$ cat src/rtl/if_fetch_ctrl.sv
// Fetch controller: PC register, imem request handshake, one-entry skid buffer
// and IF/ID pipeline register, steered by the ID-stage hazard controls.
module if_fetch_ctrl #(
  parameter int unsigned     XLEN     = 32,
  parameter logic [XLEN-1:0] RESET_PC = '0,
  parameter int unsigned     PC_STEP  = 4
) (
  input  logic            clk,
  input  logic            rst,
  input  logic            PC_Write,
  input  logic            IF_ID_Write,
  input  logic            flush,
  input  logic [XLEN-1:0] redirect_pc,
  input  logic            pred_taken,
  input  logic [XLEN-1:0] pred_target,
  output logic            imem_req,
  output logic [XLEN-1:0] imem_addr,
  input  logic            imem_ready,
  input  logic            imem_rvalid,
  input  logic [31:0]     imem_rdata,
  output logic            if_id_valid,
  output logic [XLEN-1:0] if_id_pc,
  output logic [31:0]     if_id_inst,
  output logic            if_id_pred_taken
);

  localparam int unsigned   ILEN     = 32;
  localparam logic [ILEN-1:0] NOP_INST = 32'h0000_0013;

  typedef enum logic [1:0] {
    ST_IDLE,
    ST_REQ,
    ST_WAIT,
    ST_HOLD
  } state_e;

  state_e            state_q, state_d;
  logic [XLEN-1:0]   pc_q, pc_d;
  logic              drop_q, drop_d;
  logic              skid_valid_q, skid_valid_d;
  logic [XLEN-1:0]   skid_pc_q, skid_pc_d;
  logic [ILEN-1:0]   skid_inst_q, skid_inst_d;
  logic              skid_pred_q, skid_pred_d;
  logic              if_id_valid_q, if_id_valid_d;
  logic [XLEN-1:0]   if_id_pc_q, if_id_pc_d;
  logic [ILEN-1:0]   if_id_inst_q, if_id_inst_d;
  logic              if_id_pred_q, if_id_pred_d;

  // Candidate instruction offered to IF/ID this cycle (fresh response or skid).
  logic              dlv_en;
  logic [XLEN-1:0]   dlv_pc;
  logic [ILEN-1:0]   dlv_inst;
  logic              dlv_pred;

  // State register; reset abandons any outstanding response.
  always_ff @(posedge clk) begin
    if (rst) begin
      state_q       <= ST_IDLE;
      pc_q          <= RESET_PC;
      drop_q        <= 1'b0;
      skid_valid_q  <= 1'b0;
      skid_pc_q     <= '0;
      skid_inst_q   <= NOP_INST;
      skid_pred_q   <= 1'b0;
      if_id_valid_q <= 1'b0;
      if_id_pc_q    <= '0;
      if_id_inst_q  <= NOP_INST;
      if_id_pred_q  <= 1'b0;
    end else begin
      state_q       <= state_d;
      pc_q          <= pc_d;
      drop_q        <= drop_d;
      skid_valid_q  <= skid_valid_d;
      skid_pc_q     <= skid_pc_d;
      skid_inst_q   <= skid_inst_d;
      skid_pred_q   <= skid_pred_d;
      if_id_valid_q <= if_id_valid_d;
      if_id_pc_q    <= if_id_pc_d;
      if_id_inst_q  <= if_id_inst_d;
      if_id_pred_q  <= if_id_pred_d;
    end
  end

  // Next-state logic: flush outranks delivery, delivery outranks stall.
  always_comb begin
    state_d       = state_q;
    pc_d          = pc_q;
    drop_d        = drop_q;
    skid_valid_d  = skid_valid_q;
    skid_pc_d     = skid_pc_q;
    skid_inst_d   = skid_inst_q;
    skid_pred_d   = skid_pred_q;
    if_id_valid_d = if_id_valid_q;
    if_id_pc_d    = if_id_pc_q;
    if_id_inst_d  = if_id_inst_q;
    if_id_pred_d  = if_id_pred_q;
    dlv_en        = 1'b0;
    dlv_pc        = pc_q;
    dlv_inst      = imem_rdata;
    dlv_pred      = pred_taken;

    if (flush && (state_q != ST_IDLE)) begin
      if_id_valid_d = 1'b0;
      pc_d          = redirect_pc;
      skid_valid_d  = 1'b0;
      state_d       = ST_REQ;
    end

    case (state_q)
      ST_IDLE: begin
        state_d = ST_REQ;
      end

      ST_REQ: begin
        if (imem_ready) begin
          // Request accepted; a simultaneous flush makes its response stale.
          drop_d  = flush;
          state_d = ST_WAIT;
        end
      end

      ST_WAIT: begin
        if (flush) begin
          // Response arriving in the flush cycle closes the request by itself.
          drop_d  = !imem_rvalid;
          state_d = imem_rvalid ? ST_REQ : ST_WAIT;
        end else if (imem_rvalid) begin
          if (drop_q) begin
            drop_d  = 1'b0;
            state_d = ST_REQ;
          end else begin
            dlv_en = 1'b1;
          end
        end
      end

      ST_HOLD: begin
        if (!flush && skid_valid_q) begin
          dlv_en   = 1'b1;
          dlv_pc   = skid_pc_q;
          dlv_inst = skid_inst_q;
          dlv_pred = skid_pred_q;
        end
      end

      default: begin
        state_d = ST_IDLE;
      end
    endcase

    // Hand the instruction to IF/ID, or park it in the skid while ID stalls.
    if (dlv_en) begin
      if (IF_ID_Write) begin
        if_id_valid_d = 1'b1;
        if_id_pc_d    = dlv_pc;
        if_id_inst_d  = dlv_inst;
        if_id_pred_d  = dlv_pred;
        skid_valid_d  = 1'b0;
        state_d       = ST_REQ;
        if (PC_Write) begin
          pc_d = dlv_pred ? pred_target : pc_q + XLEN'(PC_STEP);
        end
      end else if (state_q == ST_WAIT) begin
        skid_valid_d = 1'b1;
        skid_pc_d    = dlv_pc;
        skid_inst_d  = dlv_inst;
        skid_pred_d  = dlv_pred;
        state_d      = ST_HOLD;
      end
    end
  end

  assign imem_req         = (state_q == ST_REQ);
  assign imem_addr        = pc_q;
  assign if_id_valid      = if_id_valid_q;
  assign if_id_pc         = if_id_pc_q;
  assign if_id_inst       = if_id_inst_q;
  assign if_id_pred_taken = if_id_pred_q;

endmodule

$ cat config.mk
export PLATFORM = sky130hd
export DESIGN_NAME = if_fetch_ctrl
export DESIGN_NICKNAME = d
export VERILOG_FILES = /design/src/rtl/if_fetch_ctrl.sv
export SDC_FILE = /design/constraint.sdc
export NUM_CORES = 1
export LEC_CHECK = 0
export ABC_AREA = 0
export CORE_MARGIN = 10
export CORE_UTILIZATION = 50
export DETAILED_ROUTE_END_ITERATION = 12
export MAX_ROUTING_LAYER = met4
export PLACE_DENSITY = 0.82
export SLEW_MARGIN = 0
export SYNTH_ARGS = -nofsm -noshare
export SYNTH_HDL_FRONTEND = slang
export SYNTH_SLANG_ARGS = --single-unit
$ cat constraint.sdc
create_clock -name clk -period 3.8 [get_ports clk]
set_input_delay 0.76 -clock clk [delete_from_list [all_inputs] [get_ports clk]]
set_output_delay 0.76 -clock clk [all_outputs]
set_load 0.01 [all_outputs]
==> impl_metrics.toml <==
[sta]
final_period_utilization_pct = 70.60
worstMarginPinSlew_ns = 0.9306
final.setup.tns_ns = 0
worst_slack_ns = 1.117
timing.fmax_ghz = 0.3728
unrepaired_setup_endpoints_after_global_routing = "false"
setup_viol = 0
final-hold-violation-count = 0
worst_slew_margin_rel_pct = 37.39
timing.clock.skew_ns = 0.008788
final_max_slew_viol_count = 0
period_minus_slack_ns = 2.683

[setup_path]
start_kind = "primary input"
worst_ep_required_time_ns = 4.09
setup.worst_path.start = "flush"
rr_startpoint = "state_q[1]"
worst-r2r-setup-slack_ns = 1.54
crit_path_class = "in -> reg"
crit_path_end_kind = "register"
worst-path-max-fanout = 13
worst-r2r-cell-count = 6
r2r-end = "skid_inst_q[3]"
setup.worst_path.end = "imem_addr[25]"
cp.arrival_ns = 2.97

[floorplanning]
dieArea_um2 = 20540
die_width_um = 143.3
chipHeight_um = 143.3
floorplan.io_pins = 203
row_count = 45
fp.coreArea_um2 = 15030
initial_core_util_pct = 50.57

[placed_design]
place.port_buffers = 202
pre_cts_ws_ns = 0.7155
dpl-instance-area_um2 = 9647
routabilityCongestion = 0.8944
detailed_place_hpwl_um = 16000

[drt]
antenna_left = 0
via_count = 7159
routed_wl_um = 22790
drtPass1Iterations = 5
routed_via_density = 5.655
post-route-drc-count = 0
wire_per_inst_um = 18.00
drt_iter0_markers = 440

[clocking]
postCtsResizedCells = 0
postCtsSetupRepairBufs = 0
cts.htree.levels = 4
cts_root_buffer = "sky130_fd_sc_hd__clkbuf_16"
numClockSinks = 167
worstSkewPairLatency_ns = 0.43
cts_tree = "yes"
clockBufferDepth = 2
number_of_buffers_added_by_the_clock_tree_synthesis_step = 17
cts.clk_slew.worst_paths_ns = 0.06
cts_hold_buf = 0

[power_and_ir_drop]
power.leakage_nw = 3.811
power-per-cell-area_nw_per_um2 = 396.7
vdd.ir_drop.worst_uv = 335.4

[flow_run]
cap_viol_max_count = 0

[layout]
filler_cell_count = 1229
postLayoutCellArea_um2 = 10280
layout.nets = 1170
postLayoutCoreUtil_pct = 68.38
post_route_cells_drive_above_1_share_pct = 5.757
area_growth_pct = 35.22

[outcome]
outcome = "completed"

[synthesis]
synth-edff-count = 0
synthesis.yosys.warnings = 0
netlist-cell-type-count = 51
share_of_the_yosys_chip_area_belonging_to_registers_pct = 43.98
post_synth.cell_area_avg_um2 = 8.382
synth-main-ff-cell = "sky130_fd_sc_hd__dfxtp_1"
synthArstFlopShare_pct = 0
synthesis.nets = 1012
ys_seq_elements = 167
post_synth_instance_area_um2 = 7602
synth_cells = 907

[grt]
grt_overflow_total = 0
grt_max_degree = 70
grt_pass1_wl_um = 35850
antenna_found_initial = 1
grt.total_usage_pct = 22.38
grt_pass1_vias = 6885

[hold_path]
timing.hold.worst.class = "reg -> reg"
==> final cells by class <==
cell class	count	area (um^2)	share of cell area (%)
Antenna cell	1	2.502	0.02434
Clock buffer	20	456.7	4.443
Clock inverter	11	173.9	1.692
Inverter	3	11.26	0.1095
Multi-Input combinational cell	660	3895	37.89
Sequential cell	167	3343	32.52
Tap cell	188	235.2	2.288
Timing Repair Buffer	216	2162	21.03
==> registers in the layout (all words and copies together) (netlist names), 2 cells and up <==
name         count
skid_pc_q       32
if_id_pc        32
imem_addr       32
if_id_inst      32
skid_inst_q     32
state_q          2
==> through the flow <==
stage          total power (W)  instances  hold slack (ns)
2_1_floorplan         0.002057        907           0.4357
3_3_place_gp          0.002277       1234           0.4405
3_5_place_dp          0.002283       1234           0.4458
4_1_cts               0.004102       1265           0.4540
5_1_grt               0.004211       1266           0.4736
6_report              0.004079       1266           0.4528
==> metal layers <==
metal / GRT usage, % / routed length (um) / vias up
li1: - / - / 3508
met1: 26.91 / 9585 / 3322
met2: 35.82 / 11070 / 291
met3: 4.950 / 1611 / 38
met4: 9.189 / 519 / 0
met5: - / 0 / -
==> cells in the mapped netlist (6+ instances only) <==
| cell type | n | share of area, % |
|---|---|---|
| sky130_fd_sc_hd__nand4_1 | 9 | 0.74 |
| sky130_fd_sc_hd__nor2_1 | 79 | 3.9 |
| sky130_fd_sc_hd__nand2_1 | 191 | 9.4 |
| sky130_fd_sc_hd__clkbuf_1 | 41 | 2.0 |
| sky130_fd_sc_hd__buf_2 | 28 | 1.8 |
| sky130_fd_sc_hd__a211oi_1 | 68 | 6.7 |
| sky130_fd_sc_hd__nand3_1 | 15 | 0.99 |
| sky130_fd_sc_hd__o32ai_1 | 6 | 0.69 |
| sky130_fd_sc_hd__xnor2_1 | 13 | 1.5 |
| sky130_fd_sc_hd__a21oi_1 | 76 | 5.0 |
| sky130_fd_sc_hd__dfxtp_1 | 167 | 44 |
| sky130_fd_sc_hd__o21ai_0 | 20 | 1.3 |
| sky130_fd_sc_hd__xor2_1 | 12 | 1.4 |
| sky130_fd_sc_hd__nor3_1 | 15 | 0.99 |
| sky130_fd_sc_hd__a31oi_1 | 13 | 1.1 |
| sky130_fd_sc_hd__mux2i_1 | 78 | 10 |
| sky130_fd_sc_hd__and3_1 | 8 | 0.66 |
| sky130_fd_sc_hd__a311oi_1 | 8 | 0.92 |
==> placed cells by master (no fill, tap or decap), types with 2 or more instances in the layout <==
cell	instances
sky130_fd_sc_hd__o211ai_1	3
sky130_fd_sc_hd__clkinvlp_4	3
sky130_fd_sc_hd__nand4_1	9
sky130_fd_sc_hd__o21ai_0	19
sky130_fd_sc_hd__clkbuf_16	17
sky130_fd_sc_hd__o32ai_1	6
sky130_fd_sc_hd__o21ai_1	4
sky130_fd_sc_hd__bufinv_16	4
sky130_fd_sc_hd__xnor2_1	13
sky130_fd_sc_hd__clkdlybuf4s50_1	201
sky130_fd_sc_hd__and4_1	5
sky130_fd_sc_hd__a311oi_1	8
sky130_fd_sc_hd__a31oi_1	13
sky130_fd_sc_hd__buf_12	3
sky130_fd_sc_hd__a211oi_1	68
sky130_fd_sc_hd__clkinv_4	3
sky130_fd_sc_hd__xor2_1	12
sky130_fd_sc_hd__buf_4	12
sky130_fd_sc_hd__nand3_1	15
sky130_fd_sc_hd__and3_1	7
sky130_fd_sc_hd__mux2_2	2
sky130_fd_sc_hd__nor2b_1	5
sky130_fd_sc_hd__nand2_1	191
sky130_fd_sc_hd__nor4_1	4
sky130_fd_sc_hd__mux2i_1	77
sky130_fd_sc_hd__inv_1	3
sky130_fd_sc_hd__nor3_1	14
sky130_fd_sc_hd__a21oi_1	76
sky130_fd_sc_hd__dfxtp_1	167
sky130_fd_sc_hd__nor2_1	79
sky130_fd_sc_hd__nand3b_1	4
sky130_fd_sc_hd__clkbuf_8	2
sky130_fd_sc_hd__a22oi_1	2
==> cell families (layout without fill, tap and decap cells) <==
kind of cell	after synthesis	after routing	share of synthesized area (%)
simple gates	348	348	20.23
xor+xnor	25	25	2.880
compound gates	206	206	17.10
other cells	0	1	0
fa+ha+maj	1	1	0.1646
buf+inv	80	250	5.085
flops	167	167	43.98
mux	80	80	10.57
==> report_power, final <==
| part | internal [W] | switching (W) |
|---|---|---|
| clock network | 0.00113 | 0.000698 |
| logic | 0.000221 | 0.000175 |
| registers | 0.00179 | 0.0000655 |
==> worst min-delay path by stage <==
stage | slack (ns) | end | cells past startpoint | start
2_1_floorplan | 0.44 | skid_inst_q[10] | 2 | skid_inst_q[10]
3_3_place_gp | 0.44 | skid_pc_q[23] | 2 | skid_pc_q[23]
3_5_place_dp | 0.45 | skid_pc_q[22] | 2 | skid_pc_q[22]
4_1_cts | 0.45 | skid_pc_q[6] | 2 | skid_pc_q[6]
5_1_grt | 0.47 | skid_pc_q[3] | 2 | skid_pc_q[3]
6_report | 0.45 | skid_pc_q[2] | 2 | skid_pc_q[2]
==> worst max-delay path, cell delays in order <==
cell and delay [ns]:
sky130_fd_sc_hd__clkdlybuf4s50_1 0.63, sky130_fd_sc_hd__nand4b_1 0.24, sky130_fd_sc_hd__buf_4 0.30, sky130_fd_sc_hd__mux2_2 0.42
sky130_fd_sc_hd__or3_1 0.37, sky130_fd_sc_hd__o221ai_1 0.19, sky130_fd_sc_hd__a31oi_1 0.07
No activity file was read; power rests on OpenSTA's default activity.
